<file path="config.mk">
export PLATFORM = sky130hd
export DESIGN_NAME = muldiv_seq
export DESIGN_NICKNAME = d
export VERILOG_FILES = /design/src/rtl/muldiv_pkg.sv /design/src/rtl/muldiv_step.sv /design/src/rtl/muldiv_seq.sv
export SDC_FILE = /design/constraint.sdc
export NUM_CORES = 1
export LEC_CHECK = 0
export CAP_MARGIN = 40
export CORE_MARGIN = 2
export CORE_UTILIZATION = 60
export DETAILED_ROUTE_END_ITERATION = 8
export PLACE_DENSITY = 0.9
export SETUP_SLACK_MARGIN = 0.2
export SYNTH_ARGS = -nofsm -noshare
export SYNTH_HDL_FRONTEND = slang
export SYNTH_SLANG_ARGS = --single-unit
export TNS_END_PERCENT = 20
</file>
<file path="constraint.sdc">
create_clock -name clk -period 9.7 [get_ports clk]
set_clock_uncertainty 0.15 [all_clocks]
set_input_delay 2.91 -clock clk [delete_from_list [all_inputs] [get_ports clk]]
set_output_delay 2.91 -clock clk [all_outputs]
set_load 0.02 [all_outputs]
</file>
<file path="src/rtl/muldiv_pkg.sv">
// Shared definitions for the multi-cycle multiply/divide sequencer.
// Contents:
//   XLEN_DEFAULT  default operand / HI / LO width
//   OP_*          operation encodings on the 3-bit op port
//   state_e       sequencer states
//   op_is_*       decode helpers for the arithmetic ops (0..3)
package muldiv_pkg;

  localparam int XLEN_DEFAULT = 32;

  localparam logic [2:0] OP_MULTU = 3'd0;
  localparam logic [2:0] OP_MULT  = 3'd1;
  localparam logic [2:0] OP_DIVU  = 3'd2;
  localparam logic [2:0] OP_DIV   = 3'd3;
  localparam logic [2:0] OP_MTHI  = 3'd4;
  localparam logic [2:0] OP_MTLO  = 3'd5;

  typedef enum logic [1:0] {
    IDLE,
    PREP,
    RUN,
    FIX
  } state_e;

  // Ops 0..3 go through the iterative datapath.
  function automatic logic op_is_arith(input logic [2:0] op);
    return op <= OP_DIV;
  endfunction

  // Bit 1 of the encoding separates divide from multiply.
  function automatic logic op_is_div(input logic [2:0] op);
    return op[1];
  endfunction

  // Bit 0 of the encoding marks the signed variants.
  function automatic logic op_is_signed(input logic [2:0] op);
    return op[0];
  endfunction

endpackage

</file>
<file path="src/rtl/muldiv_step.sv">
// One iteration of the shared multiply/divide datapath (combinational).
// Ports:
//   is_div    1: restoring shift-subtract step, 0: shift-add step
//   acc       upper working register (partial product / partial remainder)
//   q         lower working register (multiplier / dividend-quotient)
//   m         multiplicand or divisor magnitude
//   acc_next  next value of acc
//   q_next    next value of q; in divide mode the LSB is left 0 and the
//             caller fills in the quotient bit from borrow
//   borrow    divide mode: 1 when the trial subtraction went negative
module muldiv_step
  import muldiv_pkg::*;
#(
  parameter int XLEN = XLEN_DEFAULT
) (
  input  logic            is_div,
  input  logic [XLEN-1:0] acc,
  input  logic [XLEN-1:0] q,
  input  logic [XLEN-1:0] m,
  output logic [XLEN-1:0] acc_next,
  output logic [XLEN-1:0] q_next,
  output logic            borrow
);

  logic [XLEN:0] sum;
  logic [XLEN:0] shifted;
  logic [XLEN:0] diff;

  always_comb begin
    sum     = {1'b0, acc} + (q[0] ? {1'b0, m} : '0);
    shifted = {acc, q[XLEN-1]};
    // The partial remainder stays below m, so shifted < 2*m and an
    // XLEN+1-bit subtraction is enough: its MSB is exactly the borrow.
    diff    = shifted - {1'b0, m};
    borrow  = diff[XLEN];

    if (is_div) begin
      acc_next = borrow ? shifted[XLEN-1:0] : diff[XLEN-1:0];
      q_next   = {q[XLEN-2:0], 1'b0};
    end else begin
      acc_next = sum[XLEN:1];
      q_next   = {sum[0], q[XLEN-1:1]};
    end
  end

endmodule

</file>
<file path="src/rtl/muldiv_seq.sv">
// Multi-cycle MULT/MULTU/DIV/DIVU sequencer owning the HI/LO pair, with
// single-cycle MTHI/MTLO writes.
// Ports:
//   clk, rst  clock and synchronous active-high reset
//   start/op  op request (0 MULTU,1 MULT,2 DIVU,3 DIV,4 MTHI,5 MTLO)
//   a, b      rs / rt operands
//   flush     abort any in-flight op
//   busy      op in flight (PREP/RUN)
//   done      one-cycle pulse while HI/LO show a fresh result
//   dbz       sticky divide-by-zero flag
//   hi, lo    architectural HI/LO
module muldiv_seq
  import muldiv_pkg::*;
#(
  parameter int XLEN = XLEN_DEFAULT
) (
  input  logic            clk,
  input  logic            rst,
  input  logic            start,
  input  logic [2:0]      op,
  input  logic [XLEN-1:0] a,
  input  logic [XLEN-1:0] b,
  input  logic            flush,
  output logic            busy,
  output logic            done,
  output logic            dbz,
  output logic [XLEN-1:0] hi,
  output logic [XLEN-1:0] lo
);

  localparam int CNT_W = $clog2(XLEN) + 1;

  state_e            state_reg, state_next;
  logic [CNT_W-1:0]  cnt_reg;
  logic [XLEN-1:0]   a_reg, b_reg, m_reg, acc_reg, q_reg;
  logic [XLEN-1:0]   hi_reg, lo_reg;
  logic              is_div_reg, is_signed_reg, res_neg_reg, rem_neg_reg;
  logic              div0_reg, dbz_reg, mt_done_reg;

  logic              accept;
  logic              b_zero;
  logic [XLEN-1:0]   a_abs, b_abs;
  logic [XLEN-1:0]   step_acc, step_q;
  logic              step_borrow;
  logic [2*XLEN-1:0] prod, prod_fix;
  logic [XLEN-1:0]   fix_hi, fix_lo;
  logic              fix_commit;

  // flush in the same cycle as start drops the request.
  assign accept = (state_reg == IDLE) && start && !flush;
  assign b_zero = (b_reg == '0);
  assign a_abs  = (is_signed_reg && a_reg[XLEN-1]) ? -a_reg : a_reg;
  assign b_abs  = (is_signed_reg && b_reg[XLEN-1]) ? -b_reg : b_reg;

  muldiv_step #(.XLEN(XLEN)) u_step (
    .is_div   (is_div_reg),
    .acc      (acc_reg),
    .q        (q_reg),
    .m        (m_reg),
    .acc_next (step_acc),
    .q_next   (step_q),
    .borrow   (step_borrow)
  );

  always_ff @(posedge clk) begin
    if (rst) state_reg <= IDLE;
    else     state_reg <= state_next;
  end

  always_comb begin
    state_next = state_reg;
    case (state_reg)
      IDLE:    if (accept && op_is_arith(op)) state_next = PREP;
      PREP:    state_next = (is_div_reg && b_zero) ? FIX : RUN;
      RUN:     if (cnt_reg == CNT_W'(1)) state_next = FIX;
      FIX:     state_next = IDLE;
      default: state_next = IDLE;
    endcase
    if (flush) state_next = IDLE;
  end

  // Sign correction of the raw magnitude result, shown during FIX.
  always_comb begin
    prod     = {acc_reg, q_reg};
    prod_fix = res_neg_reg ? -prod : prod;
    fix_hi   = prod_fix[2*XLEN-1:XLEN];
    fix_lo   = prod_fix[XLEN-1:0];
    if (div0_reg) begin
      fix_hi = a_reg;
      fix_lo = '1;
    end else if (is_div_reg) begin
      fix_lo = res_neg_reg ? -q_reg : q_reg;
      fix_hi = rem_neg_reg ? -acc_reg : acc_reg;
    end
  end

  // A flush landing on FIX abandons the result, so done and the HI/LO
  // bypass are gated with it.
  assign fix_commit = (state_reg == FIX) && !flush;
  assign busy       = (state_reg == PREP) || (state_reg == RUN);
  assign done       = fix_commit || mt_done_reg;
  assign dbz        = dbz_reg;
  assign hi         = fix_commit ? fix_hi : hi_reg;
  assign lo         = fix_commit ? fix_lo : lo_reg;

  always_ff @(posedge clk) begin
    if (rst) begin
      cnt_reg       <= '0;
      a_reg         <= '0;
      b_reg         <= '0;
      m_reg         <= '0;
      acc_reg       <= '0;
      q_reg         <= '0;
      hi_reg        <= '0;
      lo_reg        <= '0;
      is_div_reg    <= 1'b0;
      is_signed_reg <= 1'b0;
      res_neg_reg   <= 1'b0;
      rem_neg_reg   <= 1'b0;
      div0_reg      <= 1'b0;
      dbz_reg       <= 1'b0;
      mt_done_reg   <= 1'b0;
    end else begin
      mt_done_reg <= 1'b0;
      case (state_reg)
        IDLE: begin
          if (accept) begin
            if (op == OP_MTHI) begin
              hi_reg      <= a;
              mt_done_reg <= 1'b1;
            end else if (op == OP_MTLO) begin
              lo_reg      <= a;
              mt_done_reg <= 1'b1;
            end else if (op_is_arith(op)) begin
              a_reg         <= a;
              b_reg         <= b;
              is_div_reg    <= op_is_div(op);
              is_signed_reg <= op_is_signed(op);
              dbz_reg       <= 1'b0;
            end
          end
        end
        PREP: begin
          if (!flush) begin
            // Divide: q holds the dividend and shifts out MSB-first.
            // Multiply: q holds the multiplier and shifts out LSB-first.
            m_reg       <= is_div_reg ? b_abs : a_abs;
            q_reg       <= is_div_reg ? a_abs : b_abs;
            acc_reg     <= '0;
            cnt_reg     <= CNT_W'(XLEN);
            res_neg_reg <= is_signed_reg && (a_reg[XLEN-1] ^ b_reg[XLEN-1]);
            rem_neg_reg <= is_signed_reg && a_reg[XLEN-1];
            div0_reg    <= is_div_reg && b_zero;
            if (is_div_reg && b_zero) dbz_reg <= 1'b1;
          end
        end
        RUN: begin
          if (!flush) begin
            acc_reg <= step_acc;
            q_reg   <= is_div_reg ? {step_q[XLEN-1:1], ~step_borrow} : step_q;
            cnt_reg <= cnt_reg - CNT_W'(1);
          end
        end
        FIX: begin
          if (!flush) begin
            hi_reg <= fix_hi;
            lo_reg <= fix_lo;
          end
        end
        default: ;
      endcase
    end
  end

endmodule

</file>
==> results.tsv <==
metric	value	unit
outcome	completed	
gr ovfl total	0	
setup TNS	0	ns
FMAX	123	MHz
reg2reg start	q_reg[0]	
Worst-path clk slew	0.06	ns
Die Wd	179	µm
setup violators final	0	
synthesized instance count	2572	
DR pass1 iterations	7	
Top-Level Pins	138	
die outline height	179	µm
Port Buffers	137	
element type at the critical path start	input pin	
CTS root buffer	clkbuf_16	
overall routed net length	69800	µm
post-synthesis register bit count	239	
CORE AREA	0.0304	mm²
Peak supply drop	128	µV
Via density	6.75	
Hold Path Stages	2	
CP most frequent cell	clkdlybuf4s50_1	
fraction of layout cells with a size suffix above 1	0.0549	
Final Slew Violations	0	
largest net degree at the start of global routing	123	
CTS tree	yes	
Worst Hold End	m_reg[18]	
slowest stage cell, crit path	clkdlybuf4s50_1	
Hold Crit Class	flop to flop	
CTS Buf Count	28	
relative slew slack	0.364	
crit path max fanout	122	
area grow syn2layout	13.6	%
# resized after CTS	0	
Synth Flop Type	dfxtp_1	
largest area contributor in the netlist	dfxtp_1	
Worst R2R Path Depth	13	
CTS hold repair buffers	0	
Post-DP HPWL	51900	µm
Synth Net Count	2719	
Post-synth EDFFs	0	
Yosys warnings	0	
critical path cell sequence	clkdlybuf4s50_1, buf_4, nand2b_4, buf_16, nand2_1, o21ai_0, clkdlybuf4s50_1	
row count	64	
Setup crit end kind	output pin	
initial antenna violation count	1	
commonest non-fill, non-tap cell in the layout	nand2_1	
min-delay src	m_reg[18]	
synthesized area	0.0185	mm²
worst path bufs/invs	4	
min Tclk post-route	8.15	ns
Starting Density	0.607	
post-synthesis sequential area ratio	0.259	
number of global-route vias before repair	18700	
Setup WS pre-CTS	1.59	ns
Synth top area share	0.259	
Reg2Reg Setup Slack	5.58	ns
RSZ-0062 raised after global routing	no	
Avg WL per Cell	23.2	µm
Syn Area/Cell	7.18	µm²
Crit path arrival time	5.09	ns
Leak	8.26	nW
max_cap viols	0	
Detail Route Antenna Nets	0	
Post-CTS Repair Setup Buffers	0	
H-tree levels	1	
crit path kind	input pin to output pin	
CP top delay family	buffers and inverters	
DRC Markers	0	
fill count	2521	
CP peak stage delay	0.68	ns
die area	0.0322	mm²
Sequential Area	0.00479	mm²
TritonCTS sink count	239	
first-pass GRT wire length	107000	µm
final hold viol count	0	
Synth cell types	86	
Multi-input gate area	0.0127	mm²
1st-iter DRT viols	2800	
gpl congestion	1.04	
Period Utilization, post-route	0.840	
vias	20300	
power per cell area	118	mW/mm²
Layout Nets	2733	
top cells by area, synth	dfxtp_1, nand2_1, a21oi_1	
total track usage	0.416	
CP Data Required Time	6.64	ns
Async SR Flop Fraction	0	
Slew @ Worst Pin	0.954	ns
Setup crit start	flush	
FF-to-FF End	acc_reg[30]	
Worst-Skew Late Latency	0.59	ns
Final Worst Setup Slack	1.55	ns
most frequent cells in the layout	nand2_1, nor2_1, a21oi_1	
CTS Buffer Depth	3	
area by class of cell:
cell class / count / share of cell area
Clock buffer: 37 / 0.0374
Multi-Input combinational cell: 2075 / 0.607
Inverter: 73 / 0.0131
Timing Repair Buffer: 169 / 0.0801
Antenna cell: 1 / 0.000119
Clock inverter: 14 / 0.0110
Sequential cell: 239 / 0.228
Tap cell: 396 / 0.0236
per-layer routing:
layer  wire length (µm)  share of wire  vias to the layer above  global-route usage
met5                  0              0                        -                   0
met4               4460          0.064                        0               0.238
met3               8440           0.12                      257              0.0814
met2              29800           0.43                     1423               0.632
met1              27100           0.39                     9382               0.553
li1                   -              -                     9215                   -
how the worst max path moves through the flow:
stage | endpoint | cells after the start
6_report | lo[20] | 7
2_1_floorplan | hi[22] | 6
5_1_grt | hi[4] | 6
3_5_place_dp | hi[13] | 6
3_3_place_gp | hi[13] | 5
4_1_cts | hi[13] | 6
Yosys cell counts (16+ instances only):
cell and number:
clkbuf_1 154, nand3_1 50, dfxtp_1 239, nor3_1 60, a211oi_1 58, xor2_1 63
xnor2_1 99, a21o_1 33, a21oi_1 261, o41ai_1 16, nand2_1 369, nor2_1 316
buf_1 21, o31ai_1 24, mux2i_1 49, a31oi_1 32, nand4_1 17, nand2b_1 24
o211ai_1 25, inv_1 71, mux4_2 19, or3_1 23, o21ai_0 186, and2_1 18
ha_1 74
cell families (layout without fill, tap and decap cells):
family | Yosys count | after routing | synth area share
simple gates | 979 | 979 | 0.241
buf+inv | 258 | 293 | 0.0536
flops | 239 | 239 | 0.259
xor+xnor | 162 | 162 | 0.0768
other cells | 0 | 1 | 0
compound gates | 780 | 780 | 0.262
mux | 78 | 78 | 0.0558
fa+ha+maj | 76 | 76 | 0.0523
worst min-delay path, cell delays in order (launching register included):
cell     delay (ns)
dfxtp_1        0.31
nand2_1        0.05
a21oi_1        0.05
through the flow:
stage | cell area (µm²) | hold slack [ns] | utilization | power, mW | std cells
final | 21000 | 0.307 | 0.690 | 2.49 | 3004
after global routing | 21000 | 0.325 | 0.690 | 2.54 | 3003
after CTS | 21000 | 0.308 | 0.690 | 2.47 | 3003
after detailed placement | 20000 | 0.298 | 0.656 | 1.32 | 2952
after global placement | 19900 | 0.289 | 0.653 | 1.31 | 2947
after floorplan | 18500 | 0.276 | - | 1.21 | 2572
where the power goes:
| group | total, mW | leakage, nW | switching, mW | internal [mW] |
|---|---|---|---|---|
| Combinational | 0.285 | 5.83 | 0.174 | 0.111 |
| Sequential | 1.03 | 1.93 | 0.0292 | 0.997 |
| Clock | 1.18 | 0.502 | 0.471 | 0.704 |
| Total | 2.49 | 8.26 | 0.674 | 1.81 |
Note: power is estimated with default switching activity, not from simulation.
